`config.mk`:
```
export PLATFORM = sky130hd
export DESIGN_NAME = matrix_bram_ctrl
export DESIGN_NICKNAME = d
export VERILOG_FILES = /design/src/rtl/matrix_bram_ctrl.sv
export SDC_FILE = /design/constraint.sdc
export NUM_CORES = 1
export LEC_CHECK = 0
export CAP_MARGIN = 20
export CORE_MARGIN = 1.5
export CORE_UTILIZATION = 48
export CTS_CLUSTER_DIAMETER = 40
export DETAILED_ROUTE_END_ITERATION = 12
export PLACE_DENSITY = 0.94
export SLEW_MARGIN = 10
export SYNTH_ARGS = -nofsm -noshare
export SYNTH_HDL_FRONTEND = slang
export SYNTH_SLANG_ARGS = --single-unit
export TNS_END_PERCENT = 50
```
`constraint.sdc`:
```
create_clock -name clk -period 12 [get_ports clk]
set_input_delay 2.4 -clock clk [delete_from_list [all_inputs] [get_ports clk]]
set_output_delay 2.4 -clock clk [all_outputs]
set_load 0.01 [all_outputs]
```
`src/rtl/matrix_bram_ctrl.sv`:
```
// BRAM sequencer feeding the 2x2 8-bit matrix multiplier, count pairs per job.
// Define MATRIX_BRAM_CTRL_PERF_EN to build the busy-cycle counter on cycles.
module matrix_bram_ctrl #(
  parameter int ADDR_W = 10
) (
  input  logic              clk,
  input  logic              rst,
  input  logic              start,
  input  logic [ADDR_W-1:0] base_a,
  input  logic [ADDR_W-1:0] base_b,
  input  logic [ADDR_W-1:0] base_res,
  input  logic [ADDR_W-1:0] count,
  output logic              busy,
  output logic              done,
  output logic              bram_en,
  output logic              bram_we,
  output logic [ADDR_W-1:0] bram_addr,
  output logic [31:0]       bram_wdata,
  input  logic [31:0]       bram_rdata,
  output logic [31:0]       mat_a,
  output logic [31:0]       mat_b,
  input  logic [31:0]       mat_res,
  output logic [31:0]       cycles
);

  typedef enum logic [2:0] {
    IDLE, RD_A, RD_B, CAP_B, CALC, WR, DONE
  } state_t;

  state_t state, state_nxt;

  logic [ADDR_W-1:0] a_q, b_q, r_q, cnt_q, idx;
  logic [31:0]       res_q;
  logic              last;
  logic              accept;

  assign last   = (idx == cnt_q - 1'b1);
  assign accept = (state == IDLE) && start;

  always_ff @(posedge clk) begin
    if (rst) state <= IDLE;
    else     state <= state_nxt;
  end

  always_comb begin
    state_nxt = state;
    unique case (state)
      IDLE:    if (start) state_nxt = (count != '0) ? RD_A : DONE;
      RD_A:    state_nxt = RD_B;
      RD_B:    state_nxt = CAP_B;
      CAP_B:   state_nxt = CALC;
      CALC:    state_nxt = WR;
      WR:      state_nxt = last ? DONE : RD_A;
      DONE:    state_nxt = IDLE;
      default: state_nxt = IDLE;
    endcase
  end

  // Strobes are registered from the next state so they align with it.
  always_ff @(posedge clk) begin
    if (rst) begin
      busy    <= 1'b0;
      done    <= 1'b0;
      bram_en <= 1'b0;
      bram_we <= 1'b0;
      a_q     <= '0;
      b_q     <= '0;
      r_q     <= '0;
      cnt_q   <= '0;
      idx     <= '0;
      mat_a   <= '0;
      mat_b   <= '0;
      res_q   <= '0;
    end else begin
      busy    <= (state_nxt != IDLE);
      done    <= (state_nxt == DONE);
      bram_en <= (state_nxt inside {RD_A, RD_B, WR});
      bram_we <= (state_nxt == WR);
      if (accept) begin
        a_q   <= base_a;
        b_q   <= base_b;
        r_q   <= base_res;
        cnt_q <= count;
        idx   <= '0;
      end
      if (state == WR && !last) idx <= idx + 1'b1;
      if (state == RD_B)  mat_a <= bram_rdata;
      if (state == CAP_B) mat_b <= bram_rdata;
      if (state == CALC)  res_q <= mat_res;
    end
  end

  always_comb begin
    bram_addr  = '0;
    bram_wdata = '0;
    unique case (state)
      RD_A:    bram_addr = a_q + idx;
      RD_B:    bram_addr = b_q + idx;
      WR: begin
        bram_addr  = r_q + idx;
        bram_wdata = res_q;
      end
      default: bram_addr = '0;
    endcase
  end

`ifdef MATRIX_BRAM_CTRL_PERF_EN
  logic [31:0] cyc_q;

  always_ff @(posedge clk) begin
    if (rst)         cyc_q <= '0;
    else if (accept) cyc_q <= '0;
    else if (busy)   cyc_q <= cyc_q + 32'd1;
  end

  assign cycles = cyc_q;
`else
  assign cycles = '0;
`endif

endmodule

```
# Yosys cells after proc, flatten, opt, wreduce, memory -nomap -nowiden
# Index checks and enable logic that the tools add are counted.
dict set report word_totals {
  reg_bits 153
  input_bits 107
  out_inout_bits 142
  elab_cells 44
}
dict set report op_classes {
  n_addsub 5
  eq_ne 10
  n_mux 8
  reduce_logical 8
}
# cell count
set op_table {}
lappend op_table {{$mux 32} 1}
lappend op_table {{$add 10x10->10} 3}
lappend op_table {{$pmux 10 s3} 1}
lappend op_table {{$mux 10} 2}
lappend op_table {{$pmux 3 s6} 1}
lappend op_table {{$eq 3x3->1 const B} 4}
lappend op_table {{$add 10x1->10 const B} 1}
lappend op_table {{$eq 10x10->1} 1}
lappend op_table {{$reduce_bool 10->1} 1}
lappend op_table {{$sub 10x1->10 const B} 1}
lappend op_table {{$eq 3x2->1 const B} 3}
lappend op_table {{$mux 3} 3}
lappend op_table {{$eq 3x1->1 const B} 2}
lappend op_table {{$reduce_bool 3->1} 2}
lappend op_table {{$logic_not 3->1} 1}
lappend op_table {{$logic_and 1x1->1} 2}
lappend op_table {{$reduce_bool 2->1} 1}
lappend op_table {{$logic_not 1->1} 1}

# Longest topological paths before layout
# Gate-level depths: netlist of the first run.
dict set report logic_depth {
  word_depth 6
  depth_mapped 17
  mapped_depth_nobuf 15
}

# Least setup slack after synthesis of the first run
# OpenSTA, ideal clock, no wires.
dict set report synth_timing {
  path_type {reg-to-output}
  start {reg state[1]}
  end {out bram_addr[9]}
  arrival_time_ns 3.191
  required_time_ns 9.600
  setup_slack_ns 6.409
  stages_incl_launch_ff 14
  path_buffers 0
  cell_sequence {dfxtp_1 > inv_1 > nor3_1 > nor2_1 > and2_1 > a221o_1 > ha_1 > a21o_1 > a21oi_1 > o21ai_0 > a2111oi_0 > nor2_1 > xnor2_1 > nor2_1}
}
dict set report synth_via {
  elab_chain_cells 2
}
# item line
set synth_lines {}
lappend synth_lines {{start: declaration} 30} ;# state_t state, state_nxt;
lappend synth_lines {{start signal: assignment} 42} ;# else state <= state_nxt;
lappend synth_lines {{$eq 3x3->1, or another cell as far along} 96} ;# unique case (state)
lappend synth_lines {{$pmux 10 s3 (*)} 96}
lappend synth_lines {{end: declaration} 17} ;# output logic [ADDR_W-1:0] bram_addr,
# Every way passes the cells marked *; elsewhere a longest branch is shown, timed or not.

# Final worst setup path of the first run
dict set report layout_timing {
  start {reg state[0]}
  end {out bram_addr[9]}
}
# Same word-level chain as after synthesis.

==> results of run 1 <==
==> cells by family (layout without fill, tap and decap cells) <==
family	count (synthesis)	count (layout)
simple gates	418	418
compound gates	195	195
flops	153	153
buf+inv	106	270
xor+xnor	21	21
fa+ha+maj	12	12
other cells	1	32
mux	1	1
==> flip-flops by register name, indices dropped and copies added, names as in the netlist, 3 cells and up <==
signal	count
a_q	10
res_q	32
b_q	10
r_q	10
mat_a	32
mat_b	32
idx	10
state	3
cnt_q	10
==> layout make-up <==
class                           count  area (um2)  share of cell area [%]
Clock buffer                       19         453                    4.73
Clock inverter                     13         139                    1.45
Inverter                           12        45.0                   0.470
Multi-Input combinational cell    679        3370                    35.2
Sequential cell                   153        3060                    32.0
Tap cell                          180         225                    2.35
Timing Repair Buffer              226        2280                    23.8
==> power breakdown <==
part	total, uW	switching (uW)	internal (uW)
registers	556	19.9	536
logic	220	120	99.9
clock network	535	216	318
total	1310	356	955
==> worst max-delay path: stages, from the launching register on <==
cell and delay, ns:
sky130_fd_sc_hd__dfxtp_1 0.51, sky130_fd_sc_hd__nor2b_2 0.32, sky130_fd_sc_hd__and2_1 0.55, sky130_fd_sc_hd__nor2_1 0.30, sky130_fd_sc_hd__and2_1 0.24, sky130_fd_sc_hd__a221o_1 0.27, sky130_fd_sc_hd__ha_1 0.27, sky130_fd_sc_hd__a21o_1 0.18
sky130_fd_sc_hd__a21oi_1 0.22, sky130_fd_sc_hd__o21ai_0 0.15, sky130_fd_sc_hd__a2111oi_0 0.43, sky130_fd_sc_hd__nor2_1 0.11, sky130_fd_sc_hd__xnor2_1 0.13, sky130_fd_sc_hd__nor2_1 0.10, sky130_fd_sc_hd__clkdlybuf4s50_1 0.55
==> cells in the final DEF (no fill, tap or decap), types with 5 or more instances in the layout <==
cell	count
sky130_fd_sc_hd__and3_1	36
sky130_fd_sc_hd__clkdlybuf4s50_1	215
sky130_fd_sc_hd__clkbuf_16	17
sky130_fd_sc_hd__conb_1	32
sky130_fd_sc_hd__nor3_1	9
sky130_fd_sc_hd__nor2_1	26
sky130_fd_sc_hd__a21o_1	7
sky130_fd_sc_hd__dfxtp_1	153
sky130_fd_sc_hd__o21ai_0	8
sky130_fd_sc_hd__a21oi_1	151
sky130_fd_sc_hd__a22oi_1	8
sky130_fd_sc_hd__nand2_1	301
sky130_fd_sc_hd__inv_1	12
sky130_fd_sc_hd__and2_1	5
sky130_fd_sc_hd__nand3_1	12
sky130_fd_sc_hd__nand2b_1	7
sky130_fd_sc_hd__xnor2_1	17
sky130_fd_sc_hd__ha_1	11
sky130_fd_sc_hd__buf_4	6
==> final timing paths <==
| path | startpoint | endpoint | slack, ns | depth (start not counted) |
|---|---|---|---|---|
| setup reg to reg | idx[5] | idx[1] | 9.00 | 7 |
| hold / removal | res_q[27] | res_q[27] | 0.45 | 2 |
| setup / recovery | state[0] | bram_addr[9] | 4.84 | 14 |
| hold reg to reg | res_q[27] | res_q[27] | 0.45 | 2 |
==> through the flow <==
step / util, % / total power [uW] / cell area [um2] / hold WS [ns] / instances
after global routing: 69.0 / 1360 / 9580 / 0.471 / 1282
final: 69.0 / 1310 / 9580 / 0.452 / 1282
after global placement: 64.2 / 773 / 8900 / 0.438 / 1245
after floorplan: - / 691 / 6950 / 0.432 / 938
after CTS: 68.4 / 1310 / 9500 / 0.452 / 1277
after detailed placement: 64.2 / 778 / 8900 / 0.442 / 1245
==> layer usage <==
layer	vias to the layer above	GRT usage [%]	part of all wire, %
met5	-	0	0
met4	0	14.0	3.7
met3	55	8.60	7.6
met2	245	43.3	50
met1	3100	29.0	39
li1	3308	-	-
==> results.sh, run 1 <==
export IMPL_global_route_usage_total_pct=25.9
export IMPL_maxClockFrequency_mhz=140
export IMPL_vias=6708
export IMPL_route_antenna_remaining_nets=0
export IMPL_synth_area_in_compound_gates_pct=16.1
export IMPL_post_synth_and_or_nand_nor_area_fraction_pct=26.2
export IMPL_wire_length_of_the_first_global_routing_pass_um=30400
export IMPL_row_count=43
export IMPL_drt_first_iter_violations=480
export IMPL_final_setup_tns_ns=0
export IMPL_io_pins=249
export IMPL_final_min_period_over_clock_period_pct=59.7
export IMPL_worstSetupPathType="flip-flop to output port"
export IMPL_fillCellCount=1087
export IMPL_post_synth_mux_area_share_pct=0.146
export IMPL_number_of_enable_flip_flop_cells_after_synthesis=0
export IMPL_gp_congestion=0.851
export IMPL_grt_pass1_vias=6445
export IMPL_post_place_ws_ns=4.70
export IMPL_final_critical_path_setup_slack_ns=4.84
export IMPL_cts_root_buffer_cell="sky130_fd_sc_hd__clkbuf_16"
export IMPL_core_region_area_um2=13900
export IMPL_synth_top_cell_area_share_pct=44.8
export IMPL_cts_sink_count=153
export IMPL_cts_setup_buffers=0
export IMPL_netlist_top_cell_by_area="sky130_fd_sc_hd__dfxtp_1"
export IMPL_count_of_instances_resized_after_the_clock_tree_is_built=0
export IMPL_netlist_top_cells_area="sky130_fd_sc_hd__dfxtp_1 45%, sky130_fd_sc_hd__nand2_1 17%, sky130_fd_sc_hd__a21oi_1 11%"
export IMPL_final_nets=1208
export IMPL_timing_max_cap_violations=0
export IMPL_final_setup_viol_count=0
export IMPL_hold_violations=0
export IMPL_routed_len_inst_um=15.2
export IMPL_vdd_drop_max_uv=95.3
export IMPL_floorplan_die_width_um=122
export IMPL_timing_slew_headroom_pct=34.0
export IMPL_status="finished clean"
export IMPL_synth_ff_latch_count=153
export IMPL_yosysUniqueCellTypes=54
export IMPL_post_synth_instance_area_um2=6840
export IMPL_die_height_um=122
export IMPL_hold_bufs_at_cts=0
export IMPL_die_area_um2=15000
export IMPL_post_synth_most_frequent_cells="301 x sky130_fd_sc_hd__nand2_1, 153 x sky130_fd_sc_hd__dfxtp_1, 151 x sky130_fd_sc_hd__a21oi_1"
export IMPL_dominant_combinational_cell_family_by_area_after_synthesis="simple AND/OR/NAND/NOR gates"
export IMPL_clock_transition_at_the_registers_of_the_reported_paths_ns=0.06
export IMPL_clock_tree_from_tritoncts="done"
export IMPL_number_of_warnings_reported_in_the_yosys_synthesis_log=0
export IMPL_worst_clock_skew_ns=0.00962
export IMPL_grt_remaining_overflow=0
export IMPL_largest_net_degree_at_the_start_of_global_routing=97
export IMPL_clk_latency_ns=0.42
export IMPL_yosysMostFrequentCell="sky130_fd_sc_hd__nand2_1"
export IMPL_final_min_clock_period_ns=7.16
export IMPL_netlist_instances=907
export IMPL_bufs_on_longest_clock_path=2
export IMPL_drt_total_wl_um=19500
export IMPL_number_of_buffers_inserted_by_port_buffering=216
export IMPL_n_antenna_cell=0
export IMPL_synthXorXnorAreaFrac_pct=2.69
export IMPL_unrepaired_setup_endpoints_after_global_routing="false"
export IMPL_grt_antenna_before_repair=0
export IMPL_worst_slew_pin_transition_ns=0.989
export IMPL_startpoint_type="flip-flop"
export IMPL_worst_min_delay_path_category="flip-flop to flip-flop"
export IMPL_p_leak_uw=0.00356
export IMPL_syn_to_final_growth_pct=40.2
export IMPL_synth_sequential_area_ratio_pct=44.8
export IMPL_final_layout_size_suffix_gt1_share_pct=4.90
export IMPL_required_ns=9.60
export IMPL_syn_area_per_cell_um2=7.54
export IMPL_postSynth_topFlopCell="sky130_fd_sc_hd__dfxtp_1"
export IMPL_dp_hpwl_um=13200
export IMPL_path_max_fanout=15
export IMPL_deepest_level_of_the_cts_h_tree=4
export IMPL_routed_via_density=5.23
export IMPL_timing_critical_path_to_type="output port"
export IMPL_post_route_drc_count=0
export IMPL_cp_data_arrival_time_ns=4.76
export IMPL_initial_utilization_pct=49.3
export IMPL_finalMaxSlewViolations=0
export IMPL_numCtsBuffers=17
export IMPL_drtPass1Iterations=5
export IMPL_share_of_flip_flops_with_an_asynchronous_set_or_reset_pct=0
export IMPL_power_density_nw_per_um2=137
export IMPL_yosys_area_share_adder_pct=2.31
No activity file was read; power rests on OpenSTA's default activity.
==> inputs of run 2 (changes only) <==
Settings changed: CORE_UTILIZATION 48 to 41, PLACE_DENSITY 0.94 to 0.86.
Clock period 12 ns to 5.7 ns, I/O delays scaled along.
==> results.sh, run 2 (synthesis results as in run 1) <==
export IMPL_routed_len_inst_um=14.4
export IMPL_clock_transition_at_the_registers_of_the_reported_paths_ns=0.06
export IMPL_drtPass1Iterations=6
export IMPL_worst_clock_skew_ns=0.0134
export IMPL_placed_cell_area_um2=9010
export IMPL_clock_tree_from_tritoncts="done"
export IMPL_drt_first_iter_violations=413
export IMPL_status="finished clean"
export IMPL_largestRegisters="mat_a x32, mat_b x32, res_q x32"
export IMPL_cp_data_arrival_time_ns=4.13
export IMPL_die_area_um2=17500
export IMPL_place_detailed_instances=1292
export IMPL_grt_remaining_overflow=0
export IMPL_startpoint_type="flip-flop"
export IMPL_count_of_instances_resized_after_the_clock_tree_is_built=0
export IMPL_mostFrequentLayoutCells="301 x sky130_fd_sc_hd__nand2_1, 215 x sky130_fd_sc_hd__clkdlybuf4s50_1, 153 x sky130_fd_sc_hd__dfxtp_1, 151 x sky130_fd_sc_hd__a21oi_1, 36 x sky130_fd_sc_hd__and3_1"
export IMPL_final_setup_viol_count=0
export IMPL_vias=6620
export IMPL_row_count=47
export IMPL_cts_sink_count=153
export IMPL_cpMostUsedCell="sky130_fd_sc_hd__nor2_1"
export IMPL_critical_path_cell_chain="nor2b_2, and2_1, nor2_1, buf_4, and2_1, a221o_1, ha_1, a21o_1, a21oi_1, o21ai_0, a2111oi_0, nor2_1, xnor2_1, nor2_1, clkdlybuf4s50_1"
export IMPL_hold_violations=0
export IMPL_n_antenna_cell=0
export IMPL_final_min_period_over_clock_period_pct=92.5
export IMPL_floorplan_die_width_um=132
export IMPL_core_region_area_um2=16500
export IMPL_comb_power_share_pct=16.4
export IMPL_final_min_clock_period_ns=5.27
export IMPL_timing_slew_headroom_pct=43.1
export IMPL_clkPwrFrac_pct=41.5
export IMPL_syn_to_final_growth_pct=40.7
export IMPL_final_setup_tns_ns=0
export IMPL_die_height_um=132
export IMPL_wire_length_of_the_first_global_routing_pass_um=31000
export IMPL_number_of_buffers_inserted_by_port_buffering=216
export IMPL_clk_latency_ns=0.43
export IMPL_final_layout_size_suffix_gt1_share_pct=4.98
export IMPL_worst_slew_pin_transition_ns=0.854
export IMPL_switching_power_uw=774
export IMPL_grt_antenna_before_repair=0
export IMPL_final_common_cell="sky130_fd_sc_hd__nand2_1"
export IMPL_drt_total_wl_um=19100
export IMPL_post_route_drc_count=0
export IMPL_internal_power_uw=2000
export IMPL_io_pins=249
export IMPL_initial_utilization_pct=41.5
export IMPL_bufs_on_longest_clock_path=2
export IMPL_critical_path_max_stage_delay_ns=0.54
export IMPL_numCtsBuffers=17
export IMPL_vdd_drop_max_uv=208
export IMPL_maxClockFrequency_mhz=190
export IMPL_power_density_nw_per_um2=289
export IMPL_dp_hpwl_um=13200
export IMPL_unrepaired_setup_endpoints_after_global_routing="false"
export IMPL_largest_net_degree_at_the_start_of_global_routing=85
export IMPL_power_sequential_fraction_pct=42.1
export IMPL_route_antenna_remaining_nets=0
export IMPL_deepest_level_of_the_cts_h_tree=4
export IMPL_global_route_usage_total_pct=22.0
export IMPL_path_max_fanout=11
export IMPL_gp_congestion=0.920
export IMPL_finalMaxSlewViolations=0
export IMPL_instances_no_fill=1324
export IMPL_worstSetupPathType="flip-flop to output port"
export IMPL_p_leak_uw=0.00355
export IMPL_worst_min_delay_path_category="flip-flop to flip-flop"
export IMPL_routed_via_density=5.00
export IMPL_required_ns=4.56
export IMPL_final_area_um2=9620
export IMPL_grt_pass1_vias=6252
export IMPL_timing_hold_ws_ns=0.450
export IMPL_timing_critical_path_to_type="output port"
export IMPL_hold_bufs_at_cts=0
export IMPL_cts_setup_buffers=0
export IMPL_sw_frac_of_total_pct=27.9
export IMPL_timing_max_cap_violations=0
export IMPL_cts_root_buffer_cell="sky130_fd_sc_hd__clkbuf_16"
export IMPL_final_nets=1210
export IMPL_worst_path_cell_with_the_longest_stage_delay="sky130_fd_sc_hd__clkdlybuf4s50_1"
[run 2: cell count changes in the layout (fill, tap and decap cells not counted)]
cell | previous run | this run
sky130_fd_sc_hd__buf_4 | 6 | 12
sky130_fd_sc_hd__clkinv_2 | 4 | 0
sky130_fd_sc_hd__buf_8 | 4 | 1
sky130_fd_sc_hd__inv_8 | 0 | 3
sky130_fd_sc_hd__clkinv_4 | 1 | 3
sky130_fd_sc_hd__inv_6 | 4 | 2
sky130_fd_sc_hd__buf_16 | 1 | 0
sky130_fd_sc_hd__clkbuf_1 | 0 | 1
sky130_fd_sc_hd__clkbuf_8 | 2 | 1
sky130_fd_sc_hd__clkinvlp_4 | 2 | 3
[run 2: power by group through the flow]
stage / combinational (uW) / clock, uW / sequential (uW)
2_1_floorplan: 262 / 0 / 1190
3_3_place_gp: 446 / 0 / 1190
3_5_place_dp: 454 / 0 / 1190
4_1_cts: 458 / 1170 / 1170
5_1_grt: 505 / 1220 / 1180
6_report: 456 / 1150 / 1170
[run 2: stage by stage]
stage                     utilization [%]  setup slack, ns  total power (uW)
after global placement               54.7             1.02              1640
after global routing                 58.4            0.115              2900
after CTS                            58.4            0.450              2800
final                                58.4            0.428              2780
after floorplan                         -             1.37              1450
after detailed placement             54.7            0.917              1650
[run 2: final timing paths]
kind         startpoint      endpoint  slack (ns)  cells past startpoint
min           res_q[16]     res_q[16]        0.45                      2
max            state[0]  bram_addr[9]        0.43                     15
min reg2reg   res_q[16]     res_q[16]        0.45                      2
max reg2reg      idx[5]        idx[1]        2.84                      7
[run 2: area by class of cell]
| class | count | area [um2] |
|---|---|---|
| inverter | 12 | 45.0 |
| fill | 1456 | 6850 |
| clock buffer | 19 | 443 |
| tap | 220 | 275 |
| sequential | 153 | 3060 |
| timing repair buffer | 228 | 2260 |
| multi-input combinational | 679 | 3370 |
| clock inverter | 13 | 160 |
[run 2: worst max-delay path, delay by kind of cell (launching register included)]
family	cells	cell delay [ns]
buffers and inverters	2	0.70
DFF	1	0.51
adders and majority gates	1	0.28
AOI/OAI and AO/OA	5	1.32
and+or+nand+nor	6	0.77
xor gates and xnor gates	1	0.13
[run 2: metal layers]
layer | share of wire, % | vias up | track usage, %
met4 | 1.7 | 0 | 7.47
met5 | 0 | - | 0
met2 | 50 | 212 | 38.2
met3 | 7.6 | 27 | 6.81
li1 | - | 3308 | -
met1 | 41 | 3073 | 25.7
